[src/rtl/acc_datapath_gen.sv]
// Accumulator datapath: ACC plus Z/N/C flags, executing one command per handshake against a data RAM.
// Optional macro ACC_SAT_EN selects unsigned saturating ADD/SUB instead of wrap-around.
module acc_datapath_gen #(
    parameter int unsigned DATA_W   = 16,
    parameter int unsigned ADDR_W   = 11,
    parameter int unsigned MEM_LAT  = 1,
    parameter int unsigned SIGN_EXT = 0
) (
    input  logic              clk,
    input  logic              reset,
    input  logic              cmd_valid,
    output logic              cmd_ready,
    input  logic [2:0]        cmd_op,
    input  logic [ADDR_W-1:0] cmd_operand,
    output logic [ADDR_W-1:0] mem_addr,
    output logic              mem_rd_en,
    output logic              mem_wr_en,
    output logic [DATA_W-1:0] mem_wdata,
    input  logic [DATA_W-1:0] mem_rdata,
    output logic [DATA_W-1:0] acc_out,
    output logic              flag_z,
    output logic              flag_n,
    output logic              flag_c,
    output logic              busy
);

    localparam int unsigned CNT_W = 3;

    localparam logic [2:0] OP_NOP  = 3'b000;
    localparam logic [2:0] OP_LD   = 3'b001;
    localparam logic [2:0] OP_LDI  = 3'b010;
    localparam logic [2:0] OP_ST   = 3'b011;
    localparam logic [2:0] OP_ADD  = 3'b100;
    localparam logic [2:0] OP_ADDI = 3'b101;
    localparam logic [2:0] OP_SUB  = 3'b110;
    localparam logic [2:0] OP_SUBI = 3'b111;

    typedef enum logic [1:0] {
        IDLE    = 2'd0,
        RD_WAIT = 2'd1,
        EXEC    = 2'd2
    } state_t;

    state_t             state;
    logic [2:0]         op_q;
    logic [CNT_W-1:0]   lat_cnt;

    logic [DATA_W-1:0]  ext_operand;
    logic [2:0]         cur_op;
    logic [DATA_W-1:0]  alu_b;
    logic [DATA_W:0]    sum_ext;
    logic [DATA_W:0]    diff_ext;
    logic               is_arith;
    logic               is_sub;
    logic               alu_c;
    logic [DATA_W-1:0]  alu_raw;
    logic [DATA_W-1:0]  alu_res;
    logic [DATA_W-1:0]  upd_val;

    // Shared ALU: immediate path in IDLE, memory path in EXEC using the latched opcode
    always_comb begin
        if (SIGN_EXT != 0) begin
            ext_operand = DATA_W'($signed(cmd_operand));
        end else begin
            ext_operand = DATA_W'(cmd_operand);
        end

        cur_op   = (state == EXEC) ? op_q : cmd_op;
        alu_b    = (state == EXEC) ? mem_rdata : ext_operand;
        is_arith = cur_op[2];
        is_sub   = cur_op[1];

        sum_ext  = {1'b0, acc_out} + {1'b0, alu_b};
        diff_ext = {1'b0, acc_out} - {1'b0, alu_b};

        alu_c    = is_sub ? diff_ext[DATA_W] : sum_ext[DATA_W];
        alu_raw  = is_sub ? diff_ext[DATA_W-1:0] : sum_ext[DATA_W-1:0];

`ifdef ACC_SAT_EN
        // Clamp on carry/borrow; the flag still reports the raw condition
        if (alu_c) begin
            alu_res = is_sub ? '0 : '1;
        end else begin
            alu_res = alu_raw;
        end
`else
        alu_res = alu_raw;
`endif

        upd_val = is_arith ? alu_res : alu_b;
    end

    // Control FSM, strobes and architectural state; everything updates on the falling edge
    always_ff @(negedge clk) begin
        if (reset) begin
            state     <= IDLE;
            op_q      <= OP_NOP;
            lat_cnt   <= '0;
            cmd_ready <= 1'b1;
            busy      <= 1'b0;
            mem_addr  <= '0;
            mem_rd_en <= 1'b0;
            mem_wr_en <= 1'b0;
            mem_wdata <= '0;
            acc_out   <= '0;
            flag_z    <= 1'b0;
            flag_n    <= 1'b0;
            flag_c    <= 1'b0;
        end else begin
            mem_rd_en <= 1'b0;
            mem_wr_en <= 1'b0;

            case (state)
                IDLE: begin
                    if (cmd_valid) begin
                        case (cmd_op)
                            OP_LD, OP_ADD, OP_SUB: begin
                                mem_addr  <= cmd_operand;
                                mem_rd_en <= 1'b1;
                                op_q      <= cmd_op;
                                lat_cnt   <= CNT_W'(MEM_LAT);
                                state     <= RD_WAIT;
                                cmd_ready <= 1'b0;
                                busy      <= 1'b1;
                            end
                            OP_LDI, OP_ADDI, OP_SUBI: begin
                                acc_out <= upd_val;
                                flag_z  <= (upd_val == '0);
                                flag_n  <= upd_val[DATA_W-1];
                                if (is_arith) begin
                                    flag_c <= alu_c;
                                end
                            end
                            OP_ST: begin
                                mem_addr  <= cmd_operand;
                                mem_wdata <= acc_out;
                                mem_wr_en <= 1'b1;
                            end
                            default: begin
                            end
                        endcase
                    end
                end

                RD_WAIT: begin
                    lat_cnt <= lat_cnt - CNT_W'(1);
                    if (lat_cnt == CNT_W'(1)) begin
                        state <= EXEC;
                    end
                end

                EXEC: begin
                    acc_out <= upd_val;
                    flag_z  <= (upd_val == '0);
                    flag_n  <= upd_val[DATA_W-1];
                    if (is_arith) begin
                        flag_c <= alu_c;
                    end
                    state     <= IDLE;
                    cmd_ready <= 1'b1;
                    busy      <= 1'b0;
                end

                default: begin
                    state     <= IDLE;
                    cmd_ready <= 1'b1;
                    busy      <= 1'b0;
                end
            endcase
        end
    end

endmodule

[config.mk]
export PLATFORM = sky130hd
export DESIGN_NAME = acc_datapath_gen
export DESIGN_NICKNAME = d
export VERILOG_FILES = /design/src/rtl/acc_datapath_gen.sv
export SDC_FILE = /design/constraint.sdc
export NUM_CORES = 1
export LEC_CHECK = 0
export ABC_AREA = 1
export CAP_MARGIN = 25
export CORE_MARGIN = 2
export CORE_UTILIZATION = 25
export CTS_CLUSTER_SIZE = 30
export DETAILED_ROUTE_END_ITERATION = 10
export SYNTH_ARGS = -nofsm -noshare
export SYNTH_HDL_FRONTEND = slang
export SYNTH_SLANG_ARGS = --single-unit
[constraint.sdc]
create_clock -name clk -period 5.2 [get_ports clk]
set_clock_uncertainty 0.15 [all_clocks]
set_input_delay 1.56 -clock clk [delete_from_list [all_inputs] [get_ports clk]]
set_output_delay 1.56 -clock clk [all_outputs]
set_load 0.02 [all_outputs]
; ---- Word level (Yosys, flattened, before mapping)
; Index checks and enable logic that the tools add are counted.
[op_classes]
add_sub_neg = 3
mul = 0
div_mod_pow = 0
order_cmp = 0
eq_ne = 14
n_shift = 0
mux = 33
bitwise = 3
n_reduce_logical = 15
[ops]
columns = cell, count
row1 = $mux W16, 5
row2 = $pmux W16 S2, 1
row3 = $reduce_and A3 Y1, 7
row4 = $add A16 B16 Y17, 1
row5 = $sub A16 B16 Y17, 1
row6 = $logic_not A16 Y1, 1
row7 = $mux W1, 14
row8 = $eq A3 B3 Y1 const B, 4
row9 = $pmux W1 S2, 5
row10 = $mux W3, 3
row11 = $reduce_or A3 Y1, 3
row12 = $eq A3 B1 Y1 const B, 2
row13 = $eq A3 B2 Y1 const B, 2
row14 = $mux W2, 3
row15 = $pmux W3 S2, 1
row16 = $ne A2 B1 Y1 const B, 2
row17 = $ne A2 B2 Y1 const B, 2
row18 = $pmux W2 S2, 1
row19 = $reduce_bool A2 Y1, 2
row20 = $reduce_or A4 Y1, 1
row21 = $not A1 Y1, 3
row22 = $sub A3 B1 Y3 const B, 1
row23 = $eq A2 B1 Y1 const B, 1
row24 = $eq A2 B2 Y1 const B, 1
row25 = $logic_not A2 Y1, 1
[totals]
reg_bits = 58
latch_bits = 0
ramBits = 0
rom_bits = 0
inputBits = 33
output_inout_bits = 50
elab_cells = 81
n_memories = 0

; ---- Logic depth before layout (Yosys ltp)
; Gate-level depths: netlist of run 1.
[logic_depth]
ltp_word = 9
mapped_depth = 24
depth_no_buf = 23

==> results of run 1 <==
[worst max-delay path: cells and delay by family]
| kind | cells | cell delay (ns) |
|---|---|---|
| AO/OA/AOI/OAI | 3 | 0.29 |
| adder cells (fa/ha/maj) | 2 | 0.60 |
| buffers and inverters | 5 | 0.34 |
| AND/OR/NAND/NOR | 13 | 0.99 |
[per-stage QoR]
step,setup slack (ns),cells
after global placement,-1.860,1102
after CTS,-1.072,1216
after floorplan,-1.027,702
final,-1.028,1230
after detailed placement,-1.918,1102
after global routing,-1.177,1230
[sequential cells by signal, summed over array words and instances, names as in the netlist]
name,flops
acc_out,16
busy,1
cmd_ready,1
flag_c,1
flag_z,1
lat_cnt,3
mem_addr,11
mem_rd_en,1
mem_wdata,16
mem_wr_en,1
op_q,2
state,2
[cell usage in the layout, fill, tap and decap left out, drive strengths merged, types with 3 or more instances in the layout]
| cell type | netlist | final |
|---|---|---|
| buf | 10 | 253 |
| nand2 | 177 | 177 |
| inv | 99 | 155 |
| nor2 | 89 | 89 |
| nand3 | 69 | 69 |
| o21ai | 58 | 58 |
| dfxtp | 56 | 56 |
| a21oi | 45 | 45 |
| ha | 30 | 30 |
| dlygate4sd2 | 0 | 11 |
| nand4 | 9 | 9 |
| clkbuf | 18 | 8 |
| o211ai | 6 | 6 |
| nor3 | 5 | 5 |
| clkdlybuf4s50 | 0 | 4 |
| a31oi | 4 | 4 |
| and2 | 3 | 3 |
| nor4 | 3 | 3 |
[what timing repair did]
item,CTS,global route
setup endpoints to repair,104,74
hold buffers,0,0
buffers inserted,58,14
pin swaps,122,76
resized for setup,489,137
[power groups by stage]
| stage | clock network (mW) | logic, mW | registers, mW |
|---|---|---|---|
| after floorplan | 0.0666 | 0.857 | 0.647 |
| after global placement | 0.0666 | 1.62 | 0.568 |
| after detailed placement | 0.0666 | 1.62 | 0.568 |
| after CTS | 0.563 | 2.04 | 0.568 |
| after global routing | 0.617 | 2.53 | 0.582 |
| final | 0.542 | 2.37 | 0.575 |
[kinds of logic after synthesis]
| kind of cell | after synthesis | synth area share (%) |
|---|---|---|
| flip-flops | 56 | 26.13 |
| AND/OR/NAND/NOR | 360 | 35.46 |
| adder cells (fa/ha/maj) | 32 | 9.682 |
| XOR/XNOR | 3 | 0.6125 |
| buffers and inverters | 127 | 12.02 |
| AO/OA/AOI/OAI | 124 | 16.10 |
[area by class of cell]
type / instances / area, um2 / share of cell area, %
flip-flops and latches: 56 / 1144 / 13.89
clock buffers: 5 / 125.1 / 1.520
repair buffers: 273 / 2265 / 27.50
well taps: 220 / 275.3 / 3.343
clock inverters: 59 / 236.5 / 2.872
inverters: 98 / 404.1 / 4.908
multi-input cells: 519 / 3785 / 45.97
[how the worst max path moves through the flow]
stage,startpoint,end,slack [ns],cells after the start
6_report,cmd_operand[0],flag_z$_SDFFE_NP0P_,-1.03,23
5_1_grt,cmd_operand[0],flag_z$_SDFFE_NP0P_,-1.18,22
4_1_cts,cmd_operand[0],flag_z$_SDFFE_NP0P_,-1.07,22
3_5_place_dp,cmd_operand[0],flag_z$_SDFFE_NP0P_,-1.92,22
3_3_place_gp,cmd_operand[0],flag_z$_SDFFE_NP0P_,-1.86,22
2_1_floorplan,cmd_operand[0],flag_z$_SDFFE_NP0P_,-1.03,21
[per-layer routing]
layer	part of all wire, %	vias up
met5	0	-
met2	48	233
met4	3.5	0
met3	7.0	44
li1	-	2897
met1	41	2731
==> flow_summary.yaml, run 1 <==
global_routing:
  grt.busiest_layer: "met2"
  grt_pass1_wl_um: 27860
  grt_max_degree: 32
  antenna_found_initial: 0
  track_usage_pct: 18.89
  overflow: 0
  use_met1_pct: 23.13
  met2_usage_pct: 31.11
  grt_pass1_vias: 5873
  grt_use_met3_pct: 4.580
critical_path:
  cp-start-kind: "input pin"
  critPathCaptureType: "flip-flop"
  cp.required_ns: 2.77
  r2r_cells: 18
  r2r-start: "state[1]$_SDFFE_NP0P_"
  reg2reg_slack_ns: 1.63
  critPathMaxStageDelay_ns: 0.43
  worstPathCellList: "buf_8 -> inv_8 -> nand2_2 -> o21ai_2 -> inv_2 -> ha_4 -> inv_2 -> fa_2 -> inv_2 -> nand2_1 -> nand3_2 -> nand2_2 -> nor2_2 -> nand2_1 -> a21oi_2 -> nand2_1 -> nor2_1 -> nand2_1 -> nor2_1 -> nand2_1 -> nor2_1 -> nand3_1 -> a21oi_1"
  cp_data_arrival_time_ns: 3.79
  critPathKind: "in2reg"
  crit_path_frequent_cell: "nand2_1"
  cp_max_fo: 2
  r2r_end: "flag_z$_SDFFE_NP0P_"
  slowest_stage: "fa_2"
sta:
  setup_viol: 18
  hold_viol: 0
  whs_ns: 0.3167
  setup_slack_ns: -1.028
  final.setup.tns_ns: -13.15
  worst_pin_slew_ns: 0.6525
  rsz0062_at_grt: "yes"
  drv_slew: 0
  relSlewSlack_pct: 56.44
cts:
  cts_sinks: 56
  root_buffer: "clkbuf_16"
  clockBufferDepth: 2
  clkLatencyLatePin_ns: 0.39
  clk_pin_slew_worst_paths_ns: 0.03
  tritoncts: "built"
  numCtsBuffers: 5
  h-tree-depth: 2
place:
  hpwl_um: 12010
  port_buffers: 82
  dpl_cell_area_um2: 6396
  place.gp.congestion: 0.9372
power_and_ir_drop:
  combPwrFrac_pct: 68.0
  ir_worst_vdd_mv: 0.2013
  p_seq_share_pct: 16.5
  p_int_mw: 1.836
  power_switching_share_pct: 47.38
  power.switching_mw: 1.653
  p_per_area_nw_per_um2: 423.7
  pwr-share-clk_pct: 15.5
  total_power_mw: 3.489
  leakagePower_nw: 4.263
finish:
  final_area_um2: 8234
  area_growth_pct: 91.92
  nNetsFinal: 1074
  num-fill-cells: 1540
  drive_gt1_share_pct: 49.50
  diodes: 0
  fin_util_pct: 49.30
route:
  drc: 0
  via_count: 5905
  viasPerCell: 4.801
  dr.pass1.iters: 5
  routed_wl_um: 18480
  post_drt_wl_per_cell_um: 15.02
  drtIter0Drc: 377
  drtAntennaViolNets: 0
run_status:
  outcome: "complete, but fails checks"
  violations: "negative setup slack"
floorplan:
  rows: 47
  die_w_um: 135
  die_area_um2: 18230
  io_pins: 83
  core_um2: 16700
  fp.dieH_um: 135
  initial_core_util_pct: 25.69
logic_synthesis:
  synth_most_common_cell: "nand2_1"
  synth_top_cell_by_area: "dfxtp_1"
  async_flop_share_pct: 0
  synth_cells: 702
  synth_top_area_share_pct: 26.13
  synth_ff_type: "dfxtp_1"
  ys_top_cells_by_count: "nand2_1 (172), inv_1 (97), nor2_1 (88)"
  synth_fp_nets: 767
  yosysUniqueCellTypes: 44
  ys_top_cells_by_area: "dfxtp_1 (26%), nand2_1 (15%), ha_1 (8.7%), inv_1 (8.5%), nand3_1 (7.9%)"
  yosysSeqAreaShare_pct: 26.13
  ys_warn_count: 0
  syn-cell-area_um2: 4290
  synth_edf_count: 0
  ys_ff_latch: 56
  syn_avg_cell_area_um2: 6.112
hold_path:
  hold_depth: 2
  hp-start: "mem_wdata[10]$_SDFFE_NP0P_"
  hp-class: "reg2reg"
  whs_endpoint: "mem_wdata[10]$_SDFFE_NP0P_"
run:
  max-cap-violations: 0
(Power assumes the default switching activity.)
==> inputs of run 2 (changes only) <==
Settings changed: CAP_MARGIN 25 to 30.
==> results of run 2 <==
No change in the layout: final DEF, timing and power equal those of run 1.
==> inputs of run 3 (changes only) <==
Settings changed: CORE_MARGIN 2 to 10.
==> flow_summary.yaml, run 3 (same netlist as run 1, synthesis figures left out) <==
run_status:
  outcome: "complete, but fails checks"
  violations: "negative setup slack"
cts:
  root_buffer: "clkbuf_16"
  clkLatencyLatePin_ns: 0.39
  numCtsBuffers: 5
  clk_pin_slew_worst_paths_ns: 0.03
  ctsHoldBuffers: 0
  cts_sinks: 56
  tritoncts: "built"
  clockBufferDepth: 2
  h-tree-depth: 2
route:
  dr.pass1.iters: 4
  viasPerCell: 4.753
  via_count: 5851
  post_drt_wl_per_cell_um: 15.35
  drtIter0Drc: 293
  drc: 0
  routed_wl_um: 18890
  drtAntennaViolNets: 0
place:
  port_buffers: 82
  hpwl_um: 13000
  place.gp.congestion: 0.9452
  dpl_cell_area_um2: 6476
hold_path:
  hp-class: "reg2reg"
power_and_ir_drop:
  leakagePower_nw: 4.240
  p_seq_share_pct: 16.2
  pwr-share-clk_pct: 16.3
  power_switching_share_pct: 46.49
  p_int_mw: 1.883
  ir_worst_vdd_mv: 0.1866
  power.switching_mw: 1.636
  combPwrFrac_pct: 67.5
  p_per_area_nw_per_um2: 428.0
finish:
  nNetsFinal: 1075
  layout_common_cells: "buf_4 (187), inv_1 (122), nand2_1 (100)"
  drive_gt1_share_pct: 51.73
  reg_top3: "acc_out x16, mem_wdata x16, mem_addr x11"
  area_growth_pct: 91.60
  final_area_um2: 8220
  multiInputGateArea_um2: 3827
  fin_util_pct: 49.22
  diodes: 0
  final_common_cell: "buf_4"
  num-fill-cells: 1534
  seq_area_um2: 1134
sta:
  relSlewSlack_pct: 54.62
  rsz0062_at_grt: "yes"
  setup_viol: 18
  setup_slack_ns: -1.169
  worst_pin_slew_ns: 0.6798
  drv_slew: 0
  hold_viol: 0
critical_path:
  critPathKind: "in2reg"
  cp_data_arrival_time_ns: 3.93
  critPathCaptureType: "flip-flop"
  cp_max_fo: 2
  cp-start-kind: "input pin"
  cp.required_ns: 2.76
floorplan:
  fp.dieH_um: 151
  io_pins: 83
  core_um2: 16700
  rows: 47
  initial_core_util_pct: 25.69
  die_area_um2: 22800
  die_w_um: 151
global_routing:
  overflow: 0
  grt_pass1_wl_um: 28200
  grt_max_degree: 31
  antenna_found_initial: 0
  grt_pass1_vias: 5799
  track_usage_pct: 15.11
run:
  max-cap-violations: 0
[run 3: changes by cell type in the layout (fill, tap and decap cells not counted), moves of 10 or more]
cell / previous run / this run
nand2_2: 43 / 62
buf_6: 45 / 30
nand2_1: 114 / 100
buf_2: 18 / 28
[run 3: routing by layer]
layer,vias to the layer above,global-route usage (%),share of wire [%],routed length (um)
met5,-,0,0,0
met4,0,6.256,2.5,467
met3,32,2.774,5.9,1116
met2,168,25.57,49,9234
met1,2773,18.43,43,8071
li1,2878,-,-,-
[run 3: power groups by stage]
stage	sequential (mW)	clock, mW	combinational [mW]
floorplan	0.647	0.0666	0.857
global placement	0.565	0.0666	1.67
detailed placement	0.567	0.0666	1.68
CTS	0.565	0.589	2.02
global route	0.578	0.631	2.55
finish	0.569	0.574	2.38
[run 3: final timing paths]
kind	start	to	slack (ns)	cells after the start
worst min register to register	mem_addr[2]$_SDFFE_NP0P_	mem_addr[2]$_SDFFE_NP0P_	0.32	2
worst max register to register	state[1]$_SDFFE_NP0P_	flag_z$_SDFFE_NP0P_	1.47	21
worst max-delay path	cmd_operand[0]	flag_z$_SDFFE_NP0P_	-1.17	22
worst min-delay path	mem_addr[2]$_SDFFE_NP0P_	mem_addr[2]$_SDFFE_NP0P_	0.32	2
[run 3: cell type report]
class	count	share of cell area, %
flip-flops and latches	56	13.79
multi-input cells	519	46.56
clock buffers	5	1.522
inverters	98	4.871
well taps	220	3.349
clock inverters	59	3.105
repair buffers	274	26.80
[run 3: critical path, stage by stage]
cell and delay (ns):
buf_8 0.08, inv_8 0.03, nand2_4 0.06, o21ai_4 0.07, inv_2 0.11, ha_4 0.15
inv_2 0.04, fa_2 0.40, xnor2_2 0.16, nand2_1 0.06, o21ai_1 0.08, a21oi_2 0.18
nand2_1 0.08, a21oi_1 0.12, nand2_1 0.07, nor2_1 0.12, nand2_1 0.08, nor2_1 0.11
nand2_1 0.09, nor2_1 0.10, nand3_1 0.08, a21oi_1 0.11
[run 3: repair_timing]
| action | 4_1_cts | 5_1_grt |
|---|---|---|
| setup buffers | 49 | 19 |
| pin swaps | 112 | 85 |
| endpoints found under the setup margin | 105 | 65 |
| cloned | 0 | 1 |
| resized for setup | 450 | 168 |
[run 3: per-stage QoR]
step,hold slack [ns],total power [mW],worst slack (ns),setup TNS [ns],std cells
finish,0.3204,3.518,-1.169,-13.41,1231
global route,0.3382,3.760,-1.269,-15.24,1231
CTS,0.3206,3.171,-1.068,-12.90,1212
detailed placement,0.3157,2.312,-1.921,-54.29,1111
global placement,0.3119,2.305,-1.863,-53.18,1111
floorplan,0.2993,1.570,-1.027,-12.36,702
